**config.mk**
```make
export PLATFORM = sky130hd
export DESIGN_NAME = fifo_wr_arbiter
export DESIGN_NICKNAME = d
export VERILOG_FILES = /design/src/rtl/fifo_wr_arbiter.sv
export SDC_FILE = /design/constraint.sdc
export NUM_CORES = 1
export LEC_CHECK = 0
export ABC_AREA = 1
export CAP_MARGIN = 25
export CORE_UTILIZATION = 41
export CTS_CLUSTER_DIAMETER = 100
export DETAILED_ROUTE_END_ITERATION = 6
export PLACE_DENSITY = 0.76
export SETUP_SLACK_MARGIN = 0.05
export SYNTH_ARGS = -nofsm -noshare
export SYNTH_HDL_FRONTEND = slang
export SYNTH_SLANG_ARGS = --single-unit
```
**constraint.sdc**
```tcl
create_clock -name clk_i -period 2.2 [get_ports clk_i]
set_input_delay 0.22 -clock clk_i [delete_from_list [all_inputs] [get_ports clk_i]]
set_output_delay 0.22 -clock clk_i [all_outputs]
set_load 0.02 [all_outputs]
```
**src/rtl/fifo_wr_arbiter.sv**
```systemverilog
// Round-robin, burst-based arbiter that shares one FIFO write port among
// NUM_REQ requesters. An owner keeps the port for up to MAX_BURST accepted
// beats, then ownership rotates. Lives in the FIFO write-clock domain.
// IDX_W must equal $clog2(NUM_REQ).
module fifo_wr_arbiter #(
    parameter int NUM_REQ   = 4,
    parameter int WIDTH     = 8,
    parameter int MAX_BURST = 4,
    parameter int IDX_W     = 2
) (
    input  logic                     clk_i,
    input  logic                     rst_n_i,
    input  logic [NUM_REQ-1:0]       req_i,
    input  logic [NUM_REQ*WIDTH-1:0] data_i,
    input  logic                     full_i,
    output logic [NUM_REQ-1:0]       gnt_o,
    output logic [NUM_REQ-1:0]       ack_o,
    output logic                     wr_en_o,
    output logic [WIDTH-1:0]         wdata_o,
    output logic [IDX_W-1:0]         owner_o,
    output logic                     busy_o
);

    // One spare bit so the counter can hold MAX_BURST without wrapping.
    localparam int                 CNT_W       = $clog2(MAX_BURST) + 1;
    localparam logic [CNT_W-1:0]   LAST_BEAT   = CNT_W'(MAX_BURST - 1);
    // Starting from the highest index makes requester 0 win first after reset.
    localparam logic [IDX_W-1:0]   RESET_OWNER = IDX_W'(NUM_REQ - 1);

    typedef enum logic {
        ST_IDLE,
        ST_BURST
    } state_t;

    state_t             r_state;
    logic [NUM_REQ-1:0] r_gnt;
    logic               r_wr_en;
    logic [WIDTH-1:0]   r_wdata;
    logic [IDX_W-1:0]   r_owner;
    logic [CNT_W-1:0]   r_beat_cnt;

    state_t             w_nxt_state;
    logic [NUM_REQ-1:0] w_nxt_gnt;
    logic               w_nxt_wr_en;
    logic [WIDTH-1:0]   w_nxt_wdata;
    logic [IDX_W-1:0]   w_nxt_owner;
    logic [CNT_W-1:0]   w_nxt_beat_cnt;
    logic [NUM_REQ-1:0] w_ack;
    logic [IDX_W-1:0]   w_pick;
    logic               w_accept;
    logic [WIDTH-1:0]   w_owner_data;

    // First requester at or after last+1, wrapping modulo NUM_REQ. The search
    // walks the order backwards so the last hit kept is the first in order,
    // which leaves the previous owner with the lowest priority.
    function automatic logic [IDX_W-1:0] rr_pick(input logic [IDX_W-1:0]   last,
                                                 input logic [NUM_REQ-1:0] req);
        logic [IDX_W-1:0] pick;
        int               idx;
        pick = last;
        for (int i = NUM_REQ; i >= 1; i--) begin
            idx = (int'(last) + i) % NUM_REQ;
            if (req[idx]) pick = IDX_W'(idx);
        end
        return pick;
    endfunction

    assign w_pick       = rr_pick(r_owner, req_i);
    assign w_owner_data = data_i[int'(r_owner)*WIDTH +: WIDTH];
    // A beat is taken only from the granted owner and only while the FIFO has room.
    assign w_accept     = (r_state == ST_BURST) & r_gnt[r_owner] & req_i[r_owner] & ~full_i;

    // Next-state and datapath decode for the IDLE/BURST machine.
    always_comb begin
        // NOTE: every output of this block gets a default first, so no path
        // leaves a variable unassigned and no latch is inferred.
        w_nxt_state    = r_state;
        w_nxt_gnt      = r_gnt;
        w_nxt_wr_en    = 1'b0;
        w_nxt_wdata    = r_wdata;
        w_nxt_owner    = r_owner;
        w_nxt_beat_cnt = r_beat_cnt;
        w_ack          = '0;

        case (r_state)
            ST_IDLE: begin
                // Arbitration takes this one cycle; no beat is accepted here.
                if (|req_i) begin
                    w_nxt_state    = ST_BURST;
                    w_nxt_gnt      = NUM_REQ'(1) << w_pick;
                    w_nxt_owner    = w_pick;
                    w_nxt_beat_cnt = '0;
                end
            end
            ST_BURST: begin
                if (w_accept) begin
                    w_ack[r_owner] = 1'b1;
                    w_nxt_wr_en    = 1'b1;
                    w_nxt_wdata    = w_owner_data;
                    w_nxt_beat_cnt = r_beat_cnt + 1'b1;
                    if (r_beat_cnt == LAST_BEAT) begin
                        w_nxt_state = ST_IDLE;
                        w_nxt_gnt   = '0;
                    end
                end else if (!full_i && !req_i[r_owner]) begin
                    // Owner gave up early; a drop seen while full waits for room.
                    w_nxt_state = ST_IDLE;
                    w_nxt_gnt   = '0;
                end
            end
        endcase
    end

    // State and registered outputs, with synchronous active-low reset.
    always_ff @(posedge clk_i) begin
        // NOTE: non-blocking assignments so every register samples the values
        // from before this edge, independent of statement order.
        if (!rst_n_i) begin
            r_state    <= ST_IDLE;
            r_gnt      <= '0;
            r_wr_en    <= 1'b0;
            r_wdata    <= '0;
            r_owner    <= RESET_OWNER;
            r_beat_cnt <= '0;
        end else begin
            r_state    <= w_nxt_state;
            r_gnt      <= w_nxt_gnt;
            r_wr_en    <= w_nxt_wr_en;
            r_wdata    <= w_nxt_wdata;
            r_owner    <= w_nxt_owner;
            r_beat_cnt <= w_nxt_beat_cnt;
        end
    end

    assign gnt_o   = r_gnt;
    assign ack_o   = w_ack;
    assign wr_en_o = r_wr_en;
    assign wdata_o = r_wdata;
    assign owner_o = r_owner;
    assign busy_o  = (r_state == ST_BURST);

endmodule

```
==> insert_results.sql, run 1 <==
INSERT INTO impl_metrics (metric_group, metric, value, unit) VALUES
('status', 'run_status', 'finished, final reports clean', ''),
('placed_design', 'placed_area', '1940', 'um2'),
('final_layout', 'syn_to_final_growth', '50.0', '%'),
('clocking', 'clk_transition_reported_paths', '0.11', 'ns'),
('drt', 'initialDrtViolationCount', '49', ''),
('timing', 'post-route-period-util', '89.7', '%'),
('power_and_ir_drop', 'p_leak', '0.000884', 'uW'),
('clocking', 'cts_hold_buffers', '0', ''),
('hold_path', 'timing.hold.worst.class', 'flop to flop', ''),
('clocking', 'cts_sinks', '19', ''),
('setup_path', 'critical_path.startpoint', 'owner_o[0]$_SDFFE_PN1P_', ''),
('final_layout', 'post_route_cells_drive_above_1_share', '9.54', '%'),
('final_layout', 'insertedDiodeCount', '0', ''),
('clocking', 'worstSkewPairLatency', '0.30', 'ns'),
('setup_path', 'worstReg2RegStart', 'owner_o[0]$_SDFFE_PN1P_', ''),
('drt', 'post_drt_wl_per_cell', '10.7', 'um'),
('yosys', 'ys.warnings.count', '0', ''),
('timing', 'final_hold_viol_count', '0', ''),
('floorplanning', 'core-area', '3030', 'um2'),
('setup_path', 'startpoint_type', 'flop', ''),
('power_and_ir_drop', 'power.ir.vdd_worst', '405', 'uV'),
('hold_path', 'holdCritStartpoint', 'r_beat_cnt[1]$_SDFFE_PN0P_', ''),
('final_layout', 'nets', '308', ''),
('setup_path', 'worst-path-max-fanout', '9', ''),
('yosys', 'syn-mean-instance-area', '6.43', 'um2'),
('floorplanning', 'row_count', '20', ''),
('global_routing', 'global_route_wire_length_before_repair', '5380', 'um'),
('placed_design', 'dp.final_hpwl', '2610', 'um'),
('clocking', 'clockBufferDepth', '2', ''),
('setup_path', 'timing_worst_setup_path_type', 'flop to primary output', ''),
('timing', 'skew', '0.00186', 'ns'),
('final_layout', 'postLayoutCellArea', '1960', 'um2'),
('timing', 'fin_max_slew_vios', '0', ''),
('floorplanning', 'floorplan.die_area', '3420', 'um2'),
('drt', 'via_count', '1484', ''),
('setup_path', 'rr_worst_depth', '12', ''),
('drt', 'drt.antenna.violating_nets', '0', ''),
('yosys', 'yosysSeqAreaShare', '29.1', '%'),
('global_routing', 'grt_overflow', '0', ''),
('global_routing', 'first_global_vias', '1227', ''),
('yosys', 'synth-seq-cells', '19', ''),
('drt', 'total_drc_errors_in_the_routed_layout', '0', ''),
('timing', 'rsz_0062_raised_after_global_routing', 'no', ''),
('timing', 'tightest_slew', '0.387', 'ns'),
('yosys', 'synth_area', '1310', 'um2'),
('timing', 'max_freq', '0.507', 'GHz'),
('clocking', 'cts_tree', 'done', ''),
('setup_path', 'worst_ep_required_time', '1.98', 'ns'),
('setup_path', 'arrival', '1.75', 'ns'),
('drt', 'drt_pre_antenna_iters', '4', ''),
('global_routing', 'number_of_antenna_violations_at_the_first_check_in_global_routing', '0', ''),
('floorplanning', 'initial_util', '43.1', '%'),
('timing', 'finalWorstPathRequiredPeriod', '1.97', 'ns'),
('power_and_ir_drop', 'power_per_cell_area', '879', 'nW/um2'),
('setup_path', 'timing.reg2reg.setup_slack', '0.29', 'ns'),
('hold_path', 'hold_path_depth', '2', ''),
('placed_design', 'io_buffer_count', '58', ''),
('clocking', 'cts_made_buffers', '3', ''),
('yosys', 'synthesis.instances', '203', ''),
('drt', 'viasPerCell', '4.85', ''),
('yosys', 'syn-num-nets', '248', ''),
('placed_design', 'routability_congestion_estimate_from_global_placement', '0.834', ''),
('timing', 'setup_total_negative_slack', '0', 'ns'),
('floorplanning', 'floorplan.die.height', '58.4', 'um'),
('run', 'maxCapViolations', '0', ''),
('timing', 'setup_failing_eps_final', '0', ''),
('yosys', 'yosys.cell_types.count', '24', ''),
('setup_path', 'r2r_end', 'gnt_o[2]$_SDFFE_PN0P_', ''),
('global_routing', 'grt_usage', '20.1', '%'),
('hold_path', 'hold-path-endpoint', 'r_beat_cnt[1]$_SDFFE_PN0P_', ''),
('floorplanning', 'boundaryPins', '59', ''),
('drt', 'route.final.wire_length', '3280', 'um'),
('clocking', 'htree_levels', '1', ''),
('floorplanning', 'die_w', '58.4', 'um'),
('timing', 'slew_headroom', '74.1', '%'),
('global_routing', 'pin_count_of_the_biggest_net_entering_global_routing', '19', ''),
('clocking', 'ctsRootBufferMaster', 'clkbuf_4', ''),
('setup_path', 'crit_path_end_kind', 'primary output', '');
-- flip-flops by register name, summed over array words and instances, names as in the netlist --
register,flops
busy_o,1
wdata_o,8
gnt_o,4
wr_en_o,1
owner_o,2
r_beat_cnt,3
-- report_power, final --
part           total [uW]  switching (uW)  internal (uW)  leakage, uW
combinational        1070             622            452     0.000712
clock                 184             116           67.8    0.0000177
sequential            466            62.2            404     0.000154
-- cells in the final DEF (no fill, tap or decap) --
cell type,n
buf_12,1
buf_4,5
nand3b_1,1
dlygate4sd2_1,4
ha_1,6
nor2_1,39
nand3_2,3
o21ai_0,25
nor2_4,1
inv_4,1
clkbuf_4,3
nand4_1,1
o21ai_1,1
o31ai_1,1
o21ai_2,1
nand2_2,4
inv_2,1
a31oi_1,8
a21oi_1,7
nand2_1,34
nand3_1,18
clkdlybuf4s50_1,54
nand2_4,1
inv_6,1
inv_1,20
dfxtp_2,1
dfxtp_1,18
or2_2,1
clkinv_2,1
-- how the worst max path moves through the flow --
| stage | to | slack [ns] |
|---|---|---|
| floorplan | gnt_o[0]$_SDFFE_PN0P_ | 0.17 |
| global placement | ack_o[0] | 0.16 |
| detailed placement | ack_o[0] | 0.14 |
| CTS | ack_o[0] | 0.22 |
| global route | gnt_o[0]$_SDFFE_PN0P_ | 0.10 |
| finish | ack_o[0] | 0.23 |
-- area by class of cell --
class	count	area, um2
Fill cell	288	1070
Multi-Input combinational cell	152	768
Timing Repair Buffer	64	633
Sequential cell	19	382
Inverter	23	93.8
Tap cell	44	55.1
Clock buffer	3	22.5
Clock inverter	1	5.00
-- synth_stat cells, drive strengths merged --
cell type | n | area [um2]
o31ai | 1 | 7.51
nor2 | 40 | 158
a21oi | 7 | 35.0
buf | 9 | 63.8
ha | 6 | 75.1
nand3b | 1 | 7.51
nand4 | 1 | 6.26
inv | 23 | 93.8
or2 | 1 | 6.26
nand2 | 39 | 164
dfxtp | 19 | 380
o21ai | 27 | 139
a31oi | 8 | 50.1
nand3 | 21 | 120
-- metrics by stage --
step                total power (uW)  setup WS (ns)  hold WS, ns  util (%)  cells
detailed placement              1550          0.137        0.462      63.9    302
floorplan                       1210          0.173        0.358         -    203
CTS                             1730          0.218        0.481      64.7    306
global placement                1540          0.160        0.458      63.9    302
global route                    1890          0.101        0.511      64.7    306
finish                          1720          0.227        0.482      64.7    306
-- per-layer routing --
metal	share of wire (%)	vias to the layer above	GRT usage, %
li1	-	781	-
met1	48	650	27.1
met2	47	47	33.2
met3	4.1	6	2.86
met4	1.6	0	6.46
met5	0	-	0
-- what timing repair did --
action / in CTS / in global routing
gates resized for setup: 5 / 0
setup buffers: 0 / 0
setup endpoints to repair: 4 / 0
-- kinds of logic (layout without fill, tap and decap cells) --
group | after synthesis | count (layout) | share of synthesized area (%)
buffers and inverters | 32 | 91 | 12.1
AOI/OAI and AO/OA | 43 | 43 | 17.7
adders and majority gates | 6 | 6 | 5.75
DFF | 19 | 19 | 29.1
and+or+nand+nor | 103 | 103 | 35.3
-- worst max-delay path, stage by stage (launching register included) --
cell	delay [ns]
dfxtp_2	0.46
buf_4	0.20
nand2_1	0.09
nand3_1	0.11
nand2_2	0.09
nand2_4	0.14
nor2_1	0.05
dlygate4sd2_1	0.31
(Power assumes the default switching activity.)
==> run 2, diff against run 1 <==
- CORE_UTILIZATION: 41 -> 45
- PLACE_DENSITY: 0.76 -> 0.83
- TNS_END_PERCENT: default -> 5
- clock period: 2.2 -> 2.45 ns (I/O delays scaled with it)
==> run 2 against run 1 <==
Clock power shrank 14%. Sequential share of layout area grew 0.19 points. Sequential power shrank 13%. First-iteration DRC count shrank 10%. Via count shrank 1.5%. Total power shrank 11%. Final cell count shrank 4.2%. Die area shrank 8.6%.
==> insert_results.sql, run 2 (same netlist as run 1, synthesis figures left out) <==
INSERT INTO impl_metrics (metric_group, metric, value, unit) VALUES
('clocking', 'cts_tree', 'done', ''),
('timing', 'post-route-period-util', '92.9', '%'),
('global_routing', 'grt_overflow', '0', ''),
('setup_path', 'arrival', '2.03', 'ns'),
('clocking', 'worstSkewPairLatency', '0.29', 'ns'),
('final_layout', 'largest_reg_flops', '8', ''),
('hold_path', 'timing.hold.worst.class', 'flop to flop', ''),
('power_and_ir_drop', 'p_leak', '0.000896', 'uW'),
('global_routing', 'grt_usage', '21.3', '%'),
('timing', 'fin_worst_hold_slack', '0.478', 'ns'),
('timing', 'setup_total_negative_slack', '0', 'ns'),
('timing', 'fin_max_slew_vios', '0', ''),
('drt', 'total_drc_errors_in_the_routed_layout', '0', ''),
('timing', 'finalWorstPathRequiredPeriod', '2.28', 'ns'),
('placed_design', 'routability_congestion_estimate_from_global_placement', '0.846', ''),
('setup_path', 'largest_stage_delay_worst_path', '0.60', 'ns'),
('clocking', 'htree_levels', '1', ''),
('drt', 'viasPerCell', '4.99', ''),
('drt', 'initialDrtViolationCount', '44', ''),
('timing', 'final_hold_viol_count', '0', ''),
('global_routing', 'number_of_antenna_violations_at_the_first_check_in_global_routing', '0', ''),
('clocking', 'ctsRootBufferMaster', 'clkbuf_4', ''),
('placed_design', 'dp.final_hpwl', '2440', 'um'),
('floorplanning', 'initial_util', '47.4', '%'),
('drt', 'post_drt_wl_per_cell', '11.0', 'um'),
('timing', 'slew_headroom', '75.3', '%'),
('setup_path', 'crit_path_end_kind', 'primary output', ''),
('setup_path', 'worst_ep_required_time', '2.20', 'ns'),
('floorplanning', 'floorplan.die_area', '3120', 'um2'),
('placed_design', 'io_buffer_count', '58', ''),
('clocking', 'cts_made_buffers', '3', ''),
('timing', 'rsz_0062_raised_after_global_routing', 'no', ''),
('timing', 'setup_failing_eps_final', '0', ''),
('drt', 'drt.antenna.violating_nets', '0', ''),
('power_and_ir_drop', 'power_per_cell_area', '787', 'nW/um2'),
('final_layout', 'syn_to_final_growth', '48.6', '%'),
('global_routing', 'first_global_vias', '1239', ''),
('setup_path', 'startpoint_type', 'flop', ''),
('power_and_ir_drop', 'power.ir.vdd_worst', '606', 'uV'),
('drt', 'route.final.wire_length', '3220', 'um'),
('run', 'maxCapViolations', '0', ''),
('setup_path', 'timing_worst_setup_path_type', 'flop to primary output', ''),
('final_layout', 'post_route_cells_drive_above_1_share', '9.54', '%'),
('floorplanning', 'core-area', '2760', 'um2'),
('clocking', 'cts_sinks', '19', ''),
('global_routing', 'pin_count_of_the_biggest_net_entering_global_routing', '19', ''),
('clocking', 'cts_hold_buffers', '0', ''),
('timing', 'skew', '0.00219', 'ns'),
('setup_path', 'critical_path_buf_inv_count', '3', ''),
('setup_path', 'cpMaxStageDelayCell', 'clkdlybuf4s50_1', ''),
('clocking', 'clockBufferDepth', '2', ''),
('floorplanning', 'row_count', '19', ''),
('final_layout', 'layout.cells.most_common_list', 'clkdlybuf4s50_1, nor2_1, nand2_1', ''),
('status', 'run_status', 'finished, final reports clean', ''),
('drt', 'drt_pre_antenna_iters', '4', ''),
('global_routing', 'global_route_wire_length_before_repair', '5370', 'um'),
('timing', 'tightest_slew', '0.369', 'ns'),
('final_layout', 'nets', '308', ''),
('floorplanning', 'floorplan.die.height', '55.9', 'um'),
('setup_path', 'timing.critical_path.max_delay_family', 'buffers and inverters', ''),
('drt', 'via_count', '1462', ''),
('setup_path', 'worst-path-max-fanout', '10', ''),
('final_layout', 'insertedDiodeCount', '0', ''),
('timing', 'max_freq', '0.439', 'GHz'),
('setup_path', 'path_cells', 'buf_4, inv_6, nand2_1, nand3_2, nand2_2, nor2_4, nand2_4, nor2_1, clkdlybuf4s50_1', ''),
('floorplanning', 'die_w', '55.9', 'um'),
('final_layout', 'layout.cells.most_common', 'clkdlybuf4s50_1', ''),
('clocking', 'clk_transition_reported_paths', '0.11', 'ns'),
('floorplanning', 'boundaryPins', '59', '');
==> run 2: cell type report <==
class / instances / area, um2
Fill cell: 247 / 817
Timing Repair Buffer: 64 / 631
Inverter: 23 / 93.8
Multi-Input combinational cell: 152 / 768
Clock inverter: 1 / 5.00
Sequential cell: 19 / 382
Clock buffer: 3 / 22.5
Tap cell: 31 / 38.8
==> run 2: timing repair <==
action	CTS	global route
buffers inserted	0	0
resized for setup	0	3
setup endpoints to repair	0	4
==> run 2: final timing paths <==
path                              start                          to  depth (start not counted)  slack, ns
min          r_beat_cnt[1]$_SDFFE_PN0P_  r_beat_cnt[1]$_SDFFE_PN0P_                          2       0.48
min reg2reg  r_beat_cnt[1]$_SDFFE_PN0P_  r_beat_cnt[1]$_SDFFE_PN0P_                          2       0.48
max reg2reg     owner_o[0]$_SDFFE_PN1P_       gnt_o[3]$_SDFFE_PN0P_                         12       0.62
max             owner_o[0]$_SDFFE_PN1P_                    ack_o[1]                          9       0.17
==> run 2: tightest hold or removal path, stage by stage (launching register included) <==
cell and delay, ns:
dfxtp_1 0.33, nand3_1 0.07, nand2_1 0.04
==> run 2: stage by stage <==
| stage | setup slack (ns) | area, um2 | instances | utilization (%) | total power (uW) |
|---|---|---|---|---|---|
| after floorplan | 0.423 | 1310 | 203 | - | 1090 |
| after global placement | 0.336 | 1910 | 289 | 69.1 | 1360 |
| after detailed placement | 0.325 | 1910 | 289 | 69.1 | 1370 |
| after CTS | 0.0676 | 1930 | 293 | 70.1 | 1530 |
| after global routing | 0.0523 | 1940 | 293 | 70.4 | 1670 |
| final | 0.174 | 1940 | 293 | 70.4 | 1530 |
==> run 2: power breakdown <==
part           switching, uW  internal [uW]  total, uW  leakage, uW
Combinational            572            393        965     0.000724
Sequential              41.5            363        404     0.000154
Clock                   97.5           60.7        158    0.0000177
Total                    711            817       1530     0.000896
==> run 2: per-layer routing <==
metal | share of wire (%) | GRT usage [%]
met1 | 44 | 26.8
met2 | 50 | 38.7
met4 | 0.84 | 6.27
met3 | 5.2 | 1.86
met5 | 0 | 0
==> run 3, diff against run 2 <==
- PLACE_DENSITY: 0.83 -> default
- PLACE_DENSITY_LB_ADDON: default -> 0.15
==> run 3 against run 2 <==
Clock skew is 0.00068 ns lower. Sequential share of layout area increased by 0.20 points. Total power is 0.84% lower. Die area stayed put. Routed wire length increased by 1.2%. Non-clock buffer count decreased by 2. Sequential power grew 3%. Via count decreased by 0.82%. Maximum frequency is 0.27% lower. Register-to-register slack gained 0.06 ns. Utilization down 0.73 points. Cell area decreased by 1.0%.
==> insert_results.sql, run 3 (same netlist as run 1, synthesis figures left out) <==
INSERT INTO impl_metrics (metric_group, metric, value, unit) VALUES
('floorplanning', 'core-area', '2760', 'um2'),
('final_layout', 'layout.cells.most_common', 'clkdlybuf4s50_1', ''),
('setup_path', 'timing_worst_setup_path_type', 'flop to primary output', ''),
('setup_path', 'timing.reg2reg.setup_slack', '0.68', 'ns'),
('timing', 'finalWorstPathRequiredPeriod', '2.28', 'ns'),
('global_routing', 'number_of_antenna_violations_at_the_first_check_in_global_routing', '0', ''),
('timing', 'post-route-period-util', '93.1', '%'),
('global_routing', 'first_global_vias', '1311', ''),
('timing', 'skew', '0.00151', 'ns'),
('drt', 'drt_pre_antenna_iters', '4', ''),
('status', 'run_status', 'finished, final reports clean', ''),
('final_layout', 'fill_cells', '241', ''),
('hold_path', 'timing.hold.worst.class', 'flop to flop', ''),
('final_layout', 'multi_input_comb_area', '768', 'um2'),
('clocking', 'post-cts-setup-buffer-count', '0', ''),
('floorplanning', 'floorplan.die.height', '55.9', 'um'),
('placed_design', 'io_buffer_count', '58', ''),
('timing', 'rsz_0062_raised_after_global_routing', 'no', ''),
('drt', 'initialDrtViolationCount', '36', ''),
('drt', 'viasPerCell', '4.98', ''),
('clocking', 'clockBufferDepth', '2', ''),
('clocking', 'cts_made_buffers', '3', ''),
('setup_path', 'crit_path_end_kind', 'primary output', ''),
('global_routing', 'grt_util_met1', '26.9', '%'),
('setup_path', 'setup.worst_path.end', 'ack_o[2]', ''),
('final_layout', 'syn_to_final_growth', '47.0', '%'),
('drt', 'drt.antenna.violating_nets', '0', ''),
('setup_path', 'worst-path-max-fanout', '26', ''),
('drt', 'post_drt_wl_per_cell', '11.2', 'um'),
('setup_path', 'r2r_end', 'gnt_o[2]$_SDFFE_PN0P_', ''),
('run', 'maxCapViolations', '0', ''),
('timing', 'fin_max_slew_vios', '0', ''),
('global_routing', 'globalRoute.busiestLayer', 'met2', ''),
('global_routing', 'global_route_wire_length_before_repair', '5410', 'um'),
('timing', 'slew_headroom', '67.7', '%'),
('floorplanning', 'floorplan.die_area', '3120', 'um2'),
('clocking', 'ctsRootBufferMaster', 'clkbuf_4', ''),
('clocking', 'cts_sinks', '19', ''),
('timing', 'tightest_slew', '0.482', 'ns'),
('placed_design', 'dp.final_hpwl', '2560', 'um'),
('clocking', 'htree_levels', '1', ''),
('setup_path', 'arrival', '2.04', 'ns'),
('final_layout', 'largest_reg_flops', '8', ''),
('floorplanning', 'initial_util', '47.4', '%'),
('drt', 'route.final.wire_length', '3260', 'um'),
('floorplanning', 'boundaryPins', '59', ''),
('global_routing', 'pin_count_of_the_biggest_net_entering_global_routing', '27', ''),
('global_routing', 'grt_overflow', '0', ''),
('setup_path', 'worst_ep_required_time', '2.20', 'ns'),
('power_and_ir_drop', 'power.total', '1520', 'uW'),
('final_layout', 'layout.core_utilization', '69.6', '%'),
('final_layout', 'layout.cells.most_common_list', 'clkdlybuf4s50_1, nor2_1, nand2_1', ''),
('final_layout', 'insertedDiodeCount', '0', ''),
('setup_path', 'worstReg2RegStart', 'owner_o[0]$_SDFFE_PN1P_', ''),
('setup_path', 'rr_worst_depth', '11', ''),
('drt', 'total_drc_errors_in_the_routed_layout', '0', ''),
('final_layout', 'post_route_cells_drive_above_1_share', '8.85', '%'),
('global_routing', 'grt_usage', '21.2', '%'),
('clocking', 'cts_tree', 'done', ''),
('setup_path', 'startpoint_type', 'flop', ''),
('final_layout', 'ff_latch_area', '382', 'um2'),
('timing', 'max_freq', '0.438', 'GHz'),
('global_routing', 'global_route.usage.met3', '2.33', '%'),
('power_and_ir_drop', 'power_per_cell_area', '789', 'nW/um2'),
('power_and_ir_drop', 'power.ir.vdd_worst', '556', 'uV'),
('floorplanning', 'row_count', '19', ''),
('final_layout', 'nets', '306', ''),
('clocking', 'clk_transition_reported_paths', '0.11', 'ns'),
('power_and_ir_drop', 'p_leak', '0.000849', 'uW'),
('drt', 'via_count', '1450', ''),
('global_routing', 'globalRouteMet2Util', '38.4', '%'),
('timing', 'final_hold_viol_count', '0', ''),
('setup_path', 'critical_path.startpoint', 'owner_o[0]$_SDFFE_PN1P_', ''),
('clocking', 'worstSkewPairLatency', '0.29', 'ns'),
('placed_design', 'routability_congestion_estimate_from_global_placement', '0.834', ''),
('timing', 'setup_failing_eps_final', '0', ''),
('floorplanning', 'die_w', '55.9', 'um'),
('timing', 'setup_total_negative_slack', '0', 'ns');
run 3: cell types whose count changed in the layout (fill, tap and decap cells not counted):
| cell | change |
|---|---|
| clkdlybuf4s50_1 | +2 |
| dlymetal6s2s_1 | -2 |
| buf_4 | -2 |
run 3: per-layer routing:
metal / part of all wire, % / vias to the layer above
met5: 0 / -
met4: 0.52 / 0
met3: 4.1 / 2
met2: 50 / 33
met1: 46 / 637
li1: - / 778
run 3: repair_timing:
action,in CTS,in global routing
resized for setup,1,0
hold buffers,0,0
endpoints found under the setup margin,4,0
run 3: worst min-delay path by stage:
stage,startpoint,endpoint,slack (ns),depth (start not counted)
2_1_floorplan,rst_n_i,wdata_o[5]$_SDFFE_PN0P_,0.38,2
3_3_place_gp,r_beat_cnt[0]$_SDFFE_PN0P_,r_beat_cnt[0]$_SDFFE_PN0P_,0.46,1
3_5_place_dp,r_beat_cnt[1]$_SDFFE_PN0P_,r_beat_cnt[1]$_SDFFE_PN0P_,0.47,2
4_1_cts,r_beat_cnt[1]$_SDFFE_PN0P_,r_beat_cnt[1]$_SDFFE_PN0P_,0.48,2
5_1_grt,r_beat_cnt[0]$_SDFFE_PN0P_,r_beat_cnt[0]$_SDFFE_PN0P_,0.51,1
6_report,r_beat_cnt[1]$_SDFFE_PN0P_,r_beat_cnt[1]$_SDFFE_PN0P_,0.48,2
run 3: final cells by class:
| type | instances | area share (%) |
|---|---|---|
| Clock buffer | 3 | 1.17 |
| Clock inverter | 1 | 0.261 |
| Multi-Input combinational cell | 152 | 40.0 |
| Tap cell | 31 | 2.02 |
| Sequential cell | 19 | 19.9 |
| Timing Repair Buffer | 62 | 31.8 |
| Inverter | 23 | 4.89 |
run 3: power breakdown:
group          switching [uW]  leakage, uW  internal (uW)
combinational             554     0.000676            384
clock                    98.7    0.0000177           60.6
sequential               54.1     0.000154            363
total                     707     0.000849            808
run 3: metrics by stage:
stage	std cells	area [um2]	setup WS (ns)	hold WS, ns
global placement	287	1890	0.365	0.461
finish	291	1920	0.168	0.485
floorplan	203	1310	0.423	0.383
detailed placement	287	1890	0.313	0.465
global route	291	1920	0.0509	0.508
CTS	291	1920	0.164	0.481
run 3: critical path: stages, from the launching register on:
cell and delay (ns):
dfxtp_2 0.48, inv_6 0.12, nand2_1 0.10, nand3_1 0.09
nand2_2 0.13, nand2_4 0.10, nor2_1 0.10, clkdlybuf4s50_1 0.61
